[src/rtl/run_sequencer_pkg.sv]
// Shared types for the run sequencer: FSM states, completion status codes and sizing helpers.
package run_sequencer_pkg;

  typedef enum logic [1:0] {
    IDLE,
    LOAD,
    RUN,
    DONE
  } run_state_t;

  typedef enum logic [1:0] {
    ST_OK,
    ST_TIMEOUT,
    ST_BAD_PROG,
    ST_ABORTED
  } run_status_t;

  localparam int unsigned STATUS_BITS = 2;

  // Width of a program index; a single-program build still needs one select bit.
  function automatic int unsigned sel_width(input int unsigned num_progs);
    return (num_progs > 1) ? $clog2(num_progs) : 1;
  endfunction

endpackage

[src/rtl/run_sequencer_sat_counter.sv]
// Up-counter with synchronous clear that sticks at all-ones instead of wrapping.
module sat_counter #(
  parameter int unsigned WIDTH = 8
) (
  input  logic             clock,
  input  logic             reset_n,
  input  logic             clear,
  input  logic             enable,
  output logic [WIDTH-1:0] count
);

  logic [WIDTH-1:0] count_q;
  logic [WIDTH-1:0] count_d;

  always_comb begin
    count_d = count_q;
    if (clear) begin
      count_d = '0;
    end else if (enable && (count_q != '1)) begin
      count_d = count_q + WIDTH'(1);
    end
  end

  always_ff @(posedge clock) begin
    if (!reset_n) begin
      count_q <= '0;
    end else begin
      count_q <= count_d;
    end
  end

  assign count = count_q;

endmodule

[src/rtl/run_sequencer.sv]
// Host req/ack front end for the core: picks a program, pulses the core start,
// watches the PC for that program's done address and reports status with a cycle count.
module run_sequencer
  import run_sequencer_pkg::*;
#(
  parameter int unsigned PC_BITS      = 10,
  parameter int unsigned NUM_PROGS    = 3,
  parameter int unsigned SEL_BITS     = sel_width(NUM_PROGS),
  parameter int unsigned CYC_BITS     = 16,
  parameter int unsigned MAX_CYCLES   = 50000,
  parameter int unsigned START_CYCLES = 2
) (
  input  logic                           clock,
  input  logic                           reset_n,
  input  logic                           req,
  input  logic [SEL_BITS-1:0]            prog_sel,
  input  logic [NUM_PROGS*PC_BITS-1:0]   start_addr_tbl,
  input  logic [NUM_PROGS*PC_BITS-1:0]   done_addr_tbl,
  input  logic [PC_BITS-1:0]             pc,
  output logic                           core_start,
  output logic [PC_BITS-1:0]             core_start_addr,
  output logic                           ack,
  output logic                           busy,
  output logic [STATUS_BITS-1:0]         status,
  output logic [CYC_BITS-1:0]            cycle_count
);

  localparam int unsigned LOAD_BITS = $clog2(START_CYCLES + 1);
  localparam int unsigned SEL_W1    = SEL_BITS + 1;
  localparam logic [SEL_W1-1:0]    PROG_LIMIT = SEL_W1'(NUM_PROGS);
  localparam logic [CYC_BITS-1:0]  CYC_LIMIT  = CYC_BITS'(MAX_CYCLES);
  localparam logic [LOAD_BITS-1:0] LOAD_LAST  = LOAD_BITS'(START_CYCLES - 1);

  run_state_t          state_q, state_d;
  run_status_t         status_q, status_d;
  logic                ack_q, ack_d;
  logic                busy_q, busy_d;
  logic                core_start_q, core_start_d;
  logic [PC_BITS-1:0]  addr_q, addr_d;
  logic [SEL_BITS-1:0] prog_q, prog_d;

  logic                 cyc_clr, cyc_en;
  logic                 ld_clr, ld_en;
  logic [CYC_BITS-1:0]  cyc_cnt;
  logic [CYC_BITS-1:0]  cyc_next;
  logic [LOAD_BITS-1:0] ld_cnt;
  logic                 sel_valid;
  logic                 pc_match;
  logic                 timeout_hit;

  logic [PC_BITS-1:0] start_tbl [NUM_PROGS];
  logic [PC_BITS-1:0] done_tbl  [NUM_PROGS];

  for (genvar i = 0; i < NUM_PROGS; i++) begin : g_tbl
    assign start_tbl[i] = start_addr_tbl[i*PC_BITS +: PC_BITS];
    assign done_tbl[i]  = done_addr_tbl[i*PC_BITS +: PC_BITS];
  end

  sat_counter #(.WIDTH(CYC_BITS)) u_cyc_cnt (
    .clock   (clock),
    .reset_n (reset_n),
    .clear   (cyc_clr),
    .enable  (cyc_en),
    .count   (cyc_cnt)
  );

  sat_counter #(.WIDTH(LOAD_BITS)) u_load_cnt (
    .clock   (clock),
    .reset_n (reset_n),
    .clear   (ld_clr),
    .enable  (ld_en),
    .count   (ld_cnt)
  );

  // Timeout is judged on the post-increment count so the budget covers exactly MAX_CYCLES RUN cycles.
  assign cyc_next    = (&cyc_cnt) ? cyc_cnt : cyc_cnt + CYC_BITS'(1);
  assign timeout_hit = (cyc_next == CYC_LIMIT);
  assign pc_match    = (pc == done_tbl[prog_q]);
  assign sel_valid   = ({1'b0, prog_sel} < PROG_LIMIT);

  always_comb begin
    state_d  = state_q;
    status_d = status_q;
    addr_d   = addr_q;
    prog_d   = prog_q;
    cyc_clr  = 1'b0;
    cyc_en   = 1'b0;
    ld_clr   = 1'b0;
    ld_en    = 1'b0;

    case (state_q)
      IDLE: begin
        if (req && !ack_q) begin
          cyc_clr = 1'b1;
          if (sel_valid) begin
            prog_d   = prog_sel;
            addr_d   = start_tbl[prog_sel];
            status_d = ST_OK;
            ld_clr   = 1'b1;
            state_d  = LOAD;
          end else begin
            status_d = ST_BAD_PROG;
            state_d  = DONE;
          end
        end
      end
      LOAD: begin
        if (!req) begin
          status_d = ST_ABORTED;
          state_d  = IDLE;
        end else if (ld_cnt == LOAD_LAST) begin
          state_d = RUN;
        end else begin
          ld_en = 1'b1;
        end
      end
      RUN: begin
        // Abort beats match beats timeout; an aborting cycle is not counted.
        if (!req) begin
          status_d = ST_ABORTED;
          state_d  = IDLE;
        end else begin
          cyc_en = 1'b1;
          if (pc_match) begin
            status_d = ST_OK;
            state_d  = DONE;
          end else if (timeout_hit) begin
            status_d = ST_TIMEOUT;
            state_d  = DONE;
          end
        end
      end
      DONE: begin
        if (!req) begin
          state_d = IDLE;
        end
      end
      default: begin
        state_d = IDLE;
      end
    endcase

    core_start_d = (state_d == LOAD);
    busy_d       = (state_d == LOAD) || (state_d == RUN);
    ack_d        = (state_d == DONE);
  end

  always_ff @(posedge clock) begin
    if (!reset_n) begin
      state_q      <= IDLE;
      status_q     <= ST_OK;
      ack_q        <= 1'b0;
      busy_q       <= 1'b0;
      core_start_q <= 1'b0;
      addr_q       <= '0;
      prog_q       <= '0;
    end else begin
      state_q      <= state_d;
      status_q     <= status_d;
      ack_q        <= ack_d;
      busy_q       <= busy_d;
      core_start_q <= core_start_d;
      addr_q       <= addr_d;
      prog_q       <= prog_d;
    end
  end

  assign core_start      = core_start_q;
  assign core_start_addr = addr_q;
  assign ack             = ack_q;
  assign busy            = busy_q;
  assign status          = status_q;
  assign cycle_count     = cyc_cnt;

endmodule
[config.mk]
export PLATFORM = sky130hd
export DESIGN_NAME = run_sequencer
export DESIGN_NICKNAME = d
export VERILOG_FILES = /design/src/rtl/run_sequencer_pkg.sv /design/src/rtl/run_sequencer_sat_counter.sv /design/src/rtl/run_sequencer.sv
export SDC_FILE = /design/constraint.sdc
export NUM_CORES = 1
export LEC_CHECK = 0
export CORE_MARGIN = 2
export CORE_UTILIZATION = 44
export DETAILED_ROUTE_END_ITERATION = 16
export GPL_TIMING_DRIVEN = 1
export PLACE_DENSITY = 0.83
export SLEW_MARGIN = 20
export SYNTH_ARGS = -nofsm -noshare
export SYNTH_HDL_FRONTEND = slang
export SYNTH_SLANG_ARGS = --single-unit
[constraint.sdc]
create_clock -name clock -period 2.7 [get_ports clock]
set_input_delay 0.27 -clock clock [delete_from_list [all_inputs] [get_ports clock]]
set_output_delay 0.27 -clock clock [all_outputs]
set_load 0.05 [all_outputs]
==> results of run 1 <==
[worst min-delay path, cell delays in order, from the launching register on]
cell and delay [ns]:
dfxtp_1 0.31, nand2_1 0.05, mux2i_1 0.07
[worst paths after layout]
path,startpoint,end,slack (ns)
hold / removal,status[0],status[0],0.48
setup / recovery,prog_q[1],busy,0.26
setup reg to reg,prog_q[1],busy,0.26
hold reg to reg,status[0],status[0],0.48
[kinds of logic (layout without fill, tap and decap cells)]
logic type      Yosys count  after routing  share of synthesized area [%]
xor+xnor                 23             23                           7.56
compound gates           72             72                           18.5
simple gates            136            136                           27.9
fa+ha+maj                 9              9                           4.23
flops                    37             37                           27.8
buf+inv                  31            136                           5.50
mux                      22             22                           8.45
[per-layer routing]
layer / wire length [um] / GRT usage, %
met1: 2850 / 23.3
met2: 3420 / 39.3
met3: 492 / 4.73
met4: 76 / 5.83
met5: 0 / 0
[power by group through the flow]
stage | registers [mW] | logic (mW) | clock network [mW]
2_1_floorplan | 0.932 | 0.604 | 0
3_3_place_gp | 0.727 | 1.16 | 0
3_5_place_dp | 0.730 | 1.19 | 0
4_1_cts | 0.719 | 1.20 | 0.378
5_1_grt | 0.734 | 1.29 | 0.399
6_report | 0.720 | 1.20 | 0.368
[cells in the final DEF (no fill, tap or decap), drive strengths merged, types with 7 or more instances in the layout]
master | netlist | routed
a211oi | 14 | 14
a21oi | 22 | 22
buf | 11 | 12
clkdlybuf4s50 | 0 | 105
dfxtp | 37 | 37
ha | 9 | 9
inv | 11 | 11
mux2i | 18 | 18
nand2 | 19 | 19
nand2b | 7 | 7
nand4 | 9 | 9
nor2 | 49 | 49
nor2b | 11 | 11
nor3 | 12 | 12
o21ai | 10 | 10
xnor2 | 8 | 8
xor2 | 15 | 15
[sequential cells by signal, indices dropped and copies added, names as in the netlist]
signal / cells
u_cyc_cnt.count: 16
state_q: 2
busy: 1
ack: 1
prog_q: 2
core_start: 1
status: 2
u_load_cnt.count: 2
core_start_addr: 10
[cell type report]
type | instances | share of cell area, %
sequential | 37 | 19.2
tap | 75 | 2.42
clock inverter | 2 | 0.258
clock buffer | 6 | 1.87
inverter | 11 | 1.06
timing repair buffer | 117 | 29.4
multi-input combinational | 262 | 45.8
[what timing repair did]
item                                    CTS  global route
endpoints found under the setup margin    0             2
hold buffers                              0             0
gates resized for setup                   0             1
==> results list, run 1 <==
- After clock tree synthesis, the setup repair step added 0 buffers.
- In this run, placement finished with an instance count of 502.
* Achievable Freq: 409 MHz
- In the post-synthesis netlist, the biggest area contributors are dfxtp_1 (28%), mux2i_1 (6.8%), nor2_1 (6.8%).
- The setup path with the least slack is of type reg2reg.
- Synthesis-stage register bit count: 37
- Number of global-route vias before repair: 2624
* Top Family by Delay on Critical Path: compound AO/OA/AOI/OAI gates
- Entering global routing, the biggest net connects 21 pins.
* Total GRT Usage: 20.9%
- Proportion of synthesized flip-flops having asynchronous set or reset: 0%
* Measured slew at the worst slew-check pin: 0.648 ns
- Count of warnings emitted by yosys: 0
- Relative to the synthesized area, the layout overhead comes to 45.7%.
* Data required, critical path: 2.92 ns
* Number of routed nets with antenna violations: 0
- Counting every net in the synthesized netlist gives 414.
- The number of buffers and inverters on the critical path is 1.
- Final Setup Violations: 0
* Die extent in x: 81.8 um
- The tightest hold path in the finished design has a slack of 0.483 ns.
* Post-Syn Area per Cell: 8.07 um^2
- Detailed placement ended at an HPWL of 5480 um.
* Fill cell count: 500
* Top post-synthesis cells by count: nor2_1 (48), dfxtp_1 (37), a21oi_1 (22), nand2_1 (19), mux2i_1 (18)
- CTS tree: built
- Number of unique standard cell types used by synthesis: 53
* Number of standard cells in the layout, taps in and fillers out: 510
- The floorplan has 28 rows.
- Total number of nets in the final design: 518
* Share of the synthesized area in the top cell type: 27.8%
- Summing every instance area after synthesis gives 0.00266 mm^2.
- Cells fill 65.9% of the core in the end.
* Type of element launching the critical path: flip-flop
* Count of clock tree sinks: 37
- The first global-routing pass estimated 11200 um of wire.
* Ratio of cells with drive above 1 in the final layout: 8.74%
- Summing all placed instances gives a cell area of 0.00380 mm^2.
* Clock Latency Late Sink: 0.29 ns
- The clock network accounts for 16.1% of the total power.
- Leak Pwr: 1.43 nW
- On the worst path, the slowest cell contributes a delay of 0.59 ns.
- Port buffering added 105 buffers.
* Chip Height: 81.8 um
- STA puts the critical path data arrival time at 2.66 ns.
- Headroom to the max-slew limit came out at 56.7%.
* Average wire length per cell after detail routing: 13.4 um
- Synthesis produced a netlist whose cell count is 330.
* IO Pins: 106
- The count of final max-slew check failures came to 0.
- Setup tns final: 0 ns
- Status: finished clean
* Share of the cycle needed by the critical path after routing: 90.5%
- Vias per inst: 5.36
* Count of cells along the worst hold path: 2
* Footprint of the multi-input gates: 0.00178 mm^2
- In the synthesized netlist the dominant register cell turns out to be dfxtp_1.
- For the worst flop-to-flop path, the logic depth is 9.
- Final count of hold timing violations: 0
- CP Cell Sequence: buf_4 -> nor2b_1 -> a221o_1 -> o22ai_1 -> nor4_1 -> and2_4 -> o31ai_2 -> ha_1 -> nor2_1
- Yosys mapped a number of flops with a built-in enable equal to 0.
- For the final database, setup skew stands at 0.00437 ns.
* Int Pwr: 1.33 mW
- After routing the design area is 0.00388 mm^2.
* Total Wirelength: 6840 um
- Overall via count from detail_route: 2735
- Of all nets on the critical path, the largest fanout is 13.
- Worst path slowest cell: dfxtp_1
- The critical path crosses 9 cells after its start point.
- The sequential cells in the finished layout cover a total of 744 um^2.
- Starting utilization of the core area: 45.3%
- The clock passes through at most 2 buffers.
- Prior to clock tree synthesis, the placed netlist has a worst setup slack of 0.129 ns.
- Part of the power in registers: 31.5%
* Smallest setup slack after layout: 0.257 ns
* Routability congestion estimate: 0.933
* Starting DRT DRC Count: 140
- DRC violation count after routing: 0
- The design draws 2.28 mW.
- Cell Pwr Density: 588 mW/mm^2
- IR analysis of the VDD net gives a maximum drop of 0.541 mV.
- Comb pwr share: 52.4%
- Clock-pin slew was measured on the worst setup and hold paths at 0.07 ns.
* Initial antenna violation count: 0
* Part of the Yosys area used for sequential elements: 27.8%
- Before antenna repair, the detailed router went through 4 iterations.
* Switching share of total power: 41.8%
* Sw power: 0.953 mW
- Clock tree synthesis inserted a total of 5 buffers.
- Biggest area consumer among synthesized cells: dfxtp_1
* Congestion Overflow GR: 0
* Clock Tree Root: clkbuf_8
- Setup repair after global routing missed its margin: false
- Setup crit end kind: flip-flop
- Die ar.: 0.00669 mm^2
- Subtracting the final worst setup slack from the clock period gives 2.44 ns.
- The worst hold path belongs to the class reg2reg.
* CTS H-tree depth: 2
- Floorplan core area: 0.00589 mm^2
- Max-cap violations in this run came to 0.
- nor2_1 is the most common cell in the netlist.
- The repair_antennas step left the layout with diodes totalling 0.
Note: power is estimated with default switching activity, not from simulation.
==> run 2: changes to the inputs <==
==> constraint.sdc (replaced) <==
create_clock -name clock -period 2.4 [get_ports clock]
set_input_delay 0.24 -clock clock [delete_from_list [all_inputs] [get_ports clock]]
set_output_delay 0.24 -clock clock [all_outputs]
set_load 0.05 [all_outputs]
==> run 2 against run 1 <==
Against the previous run:
- register-to-register slack got worse by 0.19 ns
- sequential power increased by 12%
- setup slack got worse by 0.19 ns
- clock skew increased by 0.0024 ns
- critical path type unchanged
- largest power group unchanged
- highest routed layer unchanged
==> results list, run 2 (synthesis results as in run 1) <==
* Type of element launching the critical path: flip-flop
- Die ar.: 0.00669 mm^2
* Depth of the most critical reg-to-reg path: 10
- Clock Tree Root: clkbuf_8
- Hold is met by 0.465 ns.
- Along the worst path, the maximum fanout reaches 4.
- Worst min-delay path startpoint: status[0]
- CTS tree: built
* Tot Pwr: 2.67 mW
- The path class of the tightest hold or removal check is reg2reg.
* TritonCTS Buffers: 5
- Final Setup Violations: 0
* Clock Latency Late Sink: 0.30 ns
- Summed over all layers, the global routing overflow is 0.
- The routed design has 7110 um of wire.
* Overall via count from detail_route: 2838
* Flip-flop count of the largest register after layout: 16
- For this run, the top clock speed supported by timing is 428 MHz.
* Area growth syn-to-layout: 52.0%
* Chip Height: 81.8 um
- Most frequent standard cell in the layout excluding fill and tap cells: clkdlybuf4s50_1
- The floorplan has 28 rows.
- The worst hold path terminates at status[0].
* DRC violation count after routing: 0
* Max-capacitance violation count: 0
* Worst-case clock buffer depth: 2
- Entering global routing, the biggest net connects 22 pins.
- Cts hold-fix bufs: 0
- 1st-pass router iterations: 4
* Number of routed nets with antenna violations: 0
- Clock-pin slew on the worst setup and hold paths: 0.07 ns
- Initial antenna violation count: 0
* Count of cells along the worst hold path: 2
- Cells fill 68.8% of the core in the end.
- Total GRT Usage: 21.8%
- Headroom to the max-slew limit came out at 61.6%.
- The setup check on the worst reg-to-reg path leaves a slack of 0.07 ns.
- Dpl ws: -0.104 ns
- Smallest setup slack after layout: 0.0654 ns
* Setup repair after global routing missed its margin: true
- In this run the critical register-to-register path is launched from u_cyc_cnt.count[0].
- CTS H-tree depth: 2
- Arrival time at the worst endpoint: 2.53 ns
- Die extent in x: 81.8 um
- Total number of nets in the final design: 530
* Vias per inst: 5.44
* IO Pins: 106
- Clock skew after layout: 0.00675 ns
- Data required, critical path: 2.60 ns
* Number of standard cells in the layout, taps in and fillers out: 522
- For the pin with the worst max-slew slack, the measured transition is 0.575 ns.
- 0 antenna diodes ended up in the layout.
- The flow ran to the end, and the final reports show no timing, DRC or antenna violations.
- Port Buffers: 105
- Cell Pwr Density: 659 mW/mm^2
* Floorplan core area: 0.00589 mm^2
* Endpoint of the most critical register-to-register path: ack
* Commonest cells after routing, fill and taps aside: clkdlybuf4s50_1 (105), nor2_1 (48), dfxtp_1 (22), buf_4 (22), a21oi_1 (21)
* First-pass GRT wire length: 11500 um
- Summed over all nets, the half-perimeter wirelength after detailed placement is 5670 um.
- Starting utilization of the core area: 45.3%
- Share of the cycle needed by the critical path after routing: 97.3%
- Count of clock tree sinks: 37
- The layout has 482 filler cells.
- The final number of hold-violating endpoints came to 0.
* Minimum clock period: 2.33 ns
- STA classifies the critical path endpoint as a flip-flop.
- In the final routed layout, each cell accounts on average for 13.6 um.
* DP Cell Count: 512
- Routability congestion estimate: 0.892
- Number of global-route vias before repair: 2739
- The critical path in this run is classified as reg2reg.
- Cells with a size suffix above 1 make up 14.8% of the layout.
* Worst voltage drop across the vdd grid: 0.576 mV
* Starting DRT DRC Count: 148
- Slew Limit Fails: 0
* Leak Pwr: 1.51 nW
==> run 2: final cells by class <==
type,count,area (um^2),area share [%]
tap,75,93.8,2.32
clock buffer,6,72.6,1.79
multi-input combinational,262,1830,45.1
timing repair buffer,129,1240,30.6
inverter,11,41.3,1.02
clock inverter,2,10.0,0.247
sequential,37,767,18.9
==> run 2: how the worst max path moves through the flow <==
stage                                   from   end
after detailed placement           prog_q[0]  busy
after floorplan           u_cyc_cnt.count[0]  busy
after global placement             prog_q[0]  busy
final                     u_cyc_cnt.count[0]   ack
after CTS                          prog_q[0]  busy
after global routing      u_cyc_cnt.count[0]   ack
==> run 2: worst max-delay path, cell delays in order, from the launching register on <==
cell and delay (ns):
dfxtp_4 0.37, ha_4 0.14, nand4_4 0.13, buf_6 0.15
nor4_4 0.34, xnor2_1 0.13, nor3b_2 0.18, and4_4 0.27
o31ai_2 0.08, buf_4 0.15, a2111oi_4 0.29
==> run 2: where the power goes <==
group	switching, mW	internal (mW)	total (mW)
combinational	0.793	0.643	1.44
sequential	0.0902	0.718	0.809
clock	0.222	0.201	0.423
total	1.11	1.56	2.67
==> run 2: through the flow <==
stage	setup TNS [ns]	instance area, um^2
CTS	0	3990
global placement	-0.0912	3900
floorplan	0	2700
global route	-0.256	4050
detailed placement	-0.302	3900
finish	0	4050
==> run 2: per-layer routing <==
| layer | routed length (um) | global-route usage, % |
|---|---|---|
| met1 | 2970 | 24.3 |
| met2 | 3550 | 39.1 |
| met3 | 478 | 6.59 |
| met4 | 110 | 7.17 |
| met5 | 0 | 0 |
==> run 2: what timing repair did <==
item,in CTS,in global routing
buffers inserted,0,2
endpoints found under the setup margin,5,6
pin swaps,0,6
resized for setup,1,9
==> run 3: changes to the inputs <==
--- a/config.mk
+++ b/config.mk
@@ -5,7 +5,6 @@
 export SDC_FILE = /design/constraint.sdc
 export NUM_CORES = 1
 export LEC_CHECK = 0
-export CORE_MARGIN = 2
 export CORE_UTILIZATION = 44
 export DETAILED_ROUTE_END_ITERATION = 16
 export GPL_TIMING_DRIVEN = 1
==> run 3 against run 2 <==
Against the previous run:
- via count grew 1.9%
- combinational power grew 8%
- clock skew grew 0.0022 ns
- first-iteration DRC count shrank 26%
- sequential share of layout area shrank 0.84 points
- non-clock buffer count grew 7
- final cell count grew 0.77%
- fmax shrank 1.9%
- utilization grew 5.7 points
- critical path depth shrank 1
==> results list, run 3 (synthesis results as in run 1) <==
- Commonest cells after routing, fill and taps aside: clkdlybuf4s50_1 (105), nor2_1 (48), buf_4 (29)
- Status: finished clean
- For the worst setup path, the data arrival time is 2.58 ns.
- Final Setup Violations: 0
- Clock skew after layout: 0.00895 ns
* Count of cells along the worst hold path: 2
- Flip-flop count of the largest register after layout: 16
* Row count: 27
* Smallest setup slack after layout: 0.0209 ns
* Max-capacitance violation count: 0
- In this run the register-to-register setup slack is 0.02 ns.
- In this run the power density over the cells is 690 mW/mm^2.
- Clock-pin slew was measured on the worst setup and hold paths at 0.08 ns.
* Slew Limit Fails: 0
- The first global-routing pass estimated 12400 um of wire.
- Total number of nets in the final design: 537
- Prior to clock tree synthesis, the placed netlist has a worst setup slack of -0.193 ns.
- Hold crit path type: reg2reg
- Leak Pwr: 1.59 nW
* CTS tree: built
* Die ar.: 0.00637 mm^2
- TritonCTS Buffers: 5
- 1st-pass router iterations: 4
- Number of buffers and inverters on the critical path: 2
- Largest fanout on the critical path: 5
- Largest net degree at the start of global routing: 29
- Worst slew margin: 59.4%
* IO Pins: 106
* Terminating pin of the worst hold path: status[0]
- Measured along the y axis, the die boundary spans 79.8 um.
- DRC violation count after routing: 0
* Most Frequent Cell on Critical Path: buf_4
- Number of standard cells in the layout, taps in and fillers out: 526
- Cts hold-fix bufs: 0
* Ratio of cells with drive above 1 in the final layout: 18.1%
- From synthesis to final layout, the design area changed by 58.8%.
- Die extent in x: 79.8 um
- Worst-case clock buffer depth: 2
- DP Cell Count: 508
- The tree is rooted in a clkbuf_8.
- The worst hold path begins at status[0].
* Count of clock tree sinks: 37
* Half-perimeter wire length of the detailed placement result: 5860 um
- IR analysis of the VDD net gives a maximum drop of 0.565 mV.
- Detailed routing inserted a total of 2893 vias.
- The initial utilization of the core area, before any placement, comes to 46.9%.
- The repair_antennas step left the layout with diodes totalling 0.
- The clock tree synthesis step divided the H-tree into 2 levels.
- Fill cell count: 433
- Setup repair after global routing could not meet its margin everywhere.
- The worst setup path is captured at a flip-flop.
* Routability congestion estimate: 0.858
- STA classifies the critical path startpoint as a flip-flop.
* Total Wirelength: 7960 um
- Port buffering added 105 buffers.
- In the routed layout, each cell is associated on average with a via count of 5.50.
- Average wire length per cell after detail routing: 15.1 um
* Most frequent standard cell in the layout excluding fill and tap cells: clkdlybuf4s50_1
* Worst path slowest cell: dfxtp_4
* Congestion Overflow GR: 0
* Starting DRT DRC Count: 110
* Achievable Freq: 420 MHz
- The final number of hold-violating endpoints came to 0.
* Total GRT Usage: 24.5%
* CP Cell Sequence: buf_4 -> mux2_4 -> nor3_4 -> o22ai_2 -> nor4_4 -> and2_4 -> o21ai_4 -> buf_4 -> a2111oi_4
* Top Family by Delay on Critical Path: simple AND/OR/NAND/NOR gates
* Endpoint of the most critical register-to-register path: ack
- Depth of the most critical reg-to-reg path: 9
- Minimum clock period: 2.38 ns
* Share of the cycle needed by the critical path after routing: 99.1%
- In this run the standard cell core region covers 0.00568 mm^2.
- Launching element of the worst setup path: prog_q[0]
- Startpoint of the worst register-to-register path: prog_q[0]
- For the worst-skew pair, the clock arrives at the later sink with an insertion delay of 0.30 ns.
* CP peak stage delay: 0.38 ns
- The worst setup path is of the reg2reg kind.
- At the pin with the least slew margin, the transition time is 0.609 ns.
- STA puts the critical path data required time at 2.60 ns.
- Number of routed nets with antenna violations: 0
* Initial antenna violation count: 0
* Number of global-route vias before repair: 2850
## run 3: worst max path at each step
stage                       to  slack (ns)  depth (start not counted)
final                      ack        0.02                          9
after global routing      busy       -0.14                         10
after CTS                 busy       0.003                         11
after detailed placement   ack       -0.19                         10
after global placement    busy       -0.15                         11
after floorplan           busy       0.004                         10
## run 3: layer usage
metal | wire (um) | up-vias | global-route usage [%]
li1 | - | 1432 | -
met1 | 3080 | 1337 | 26.8
met2 | 4210 | 113 | 45.8
met3 | 547 | 11 | 6.17
met4 | 120 | 0 | 7.14
met5 | 0 | - | 0
## run 3: layout make-up
class,count,area [um^2],area share (%)
repair buffers,136,1300,30.7
well taps,72,90.1,2.13
multi-input cells,262,1920,45.3
flip-flops and latches,37,766,18.1
inverters,11,41.3,0.976
clock inverters,3,46.3,1.09
clock buffers,5,68.8,1.63
## run 3: metrics by stage
step / utilization (%) / cell area [um^2] / setup TNS, ns / power (mW) / hold slack (ns)
floorplan: - / 2700 / 0 / 1.73 / 0.362
global placement: 68.8 / 3900 / -0.445 / 2.18 / 0.455
detailed placement: 68.8 / 3900 / -0.556 / 2.22 / 0.460
CTS: 70.9 / 4030 / 0 / 2.79 / 0.476
global route: 74.5 / 4230 / -0.303 / 3.09 / 0.508
finish: 74.5 / 4230 / 0 / 2.92 / 0.470
## run 3: report_power, final
part | internal (mW) | switching [mW]
sequential | 0.717 | 0.0796
combinational | 0.684 | 0.880
clock | 0.311 | 0.246
## run 3: worst reg2reg max path, delay by kind of cell, from the launching register on
| family | cells | cell delay, ns |
|---|---|---|
| and+or+nand+nor | 3 | 0.75 |
| DFF | 1 | 0.38 |
| AOI/OAI and AO/OA | 3 | 0.53 |
| muxes | 1 | 0.32 |
| buffers and inverters | 2 | 0.31 |
## run 3: repair_timing
| item | CTS | global route |
|---|---|---|
| setup buffers | 0 | 10 |
| resized for setup | 2 | 24 |
| pin swaps | 0 | 8 |
| setup endpoints to repair | 5 | 5 |
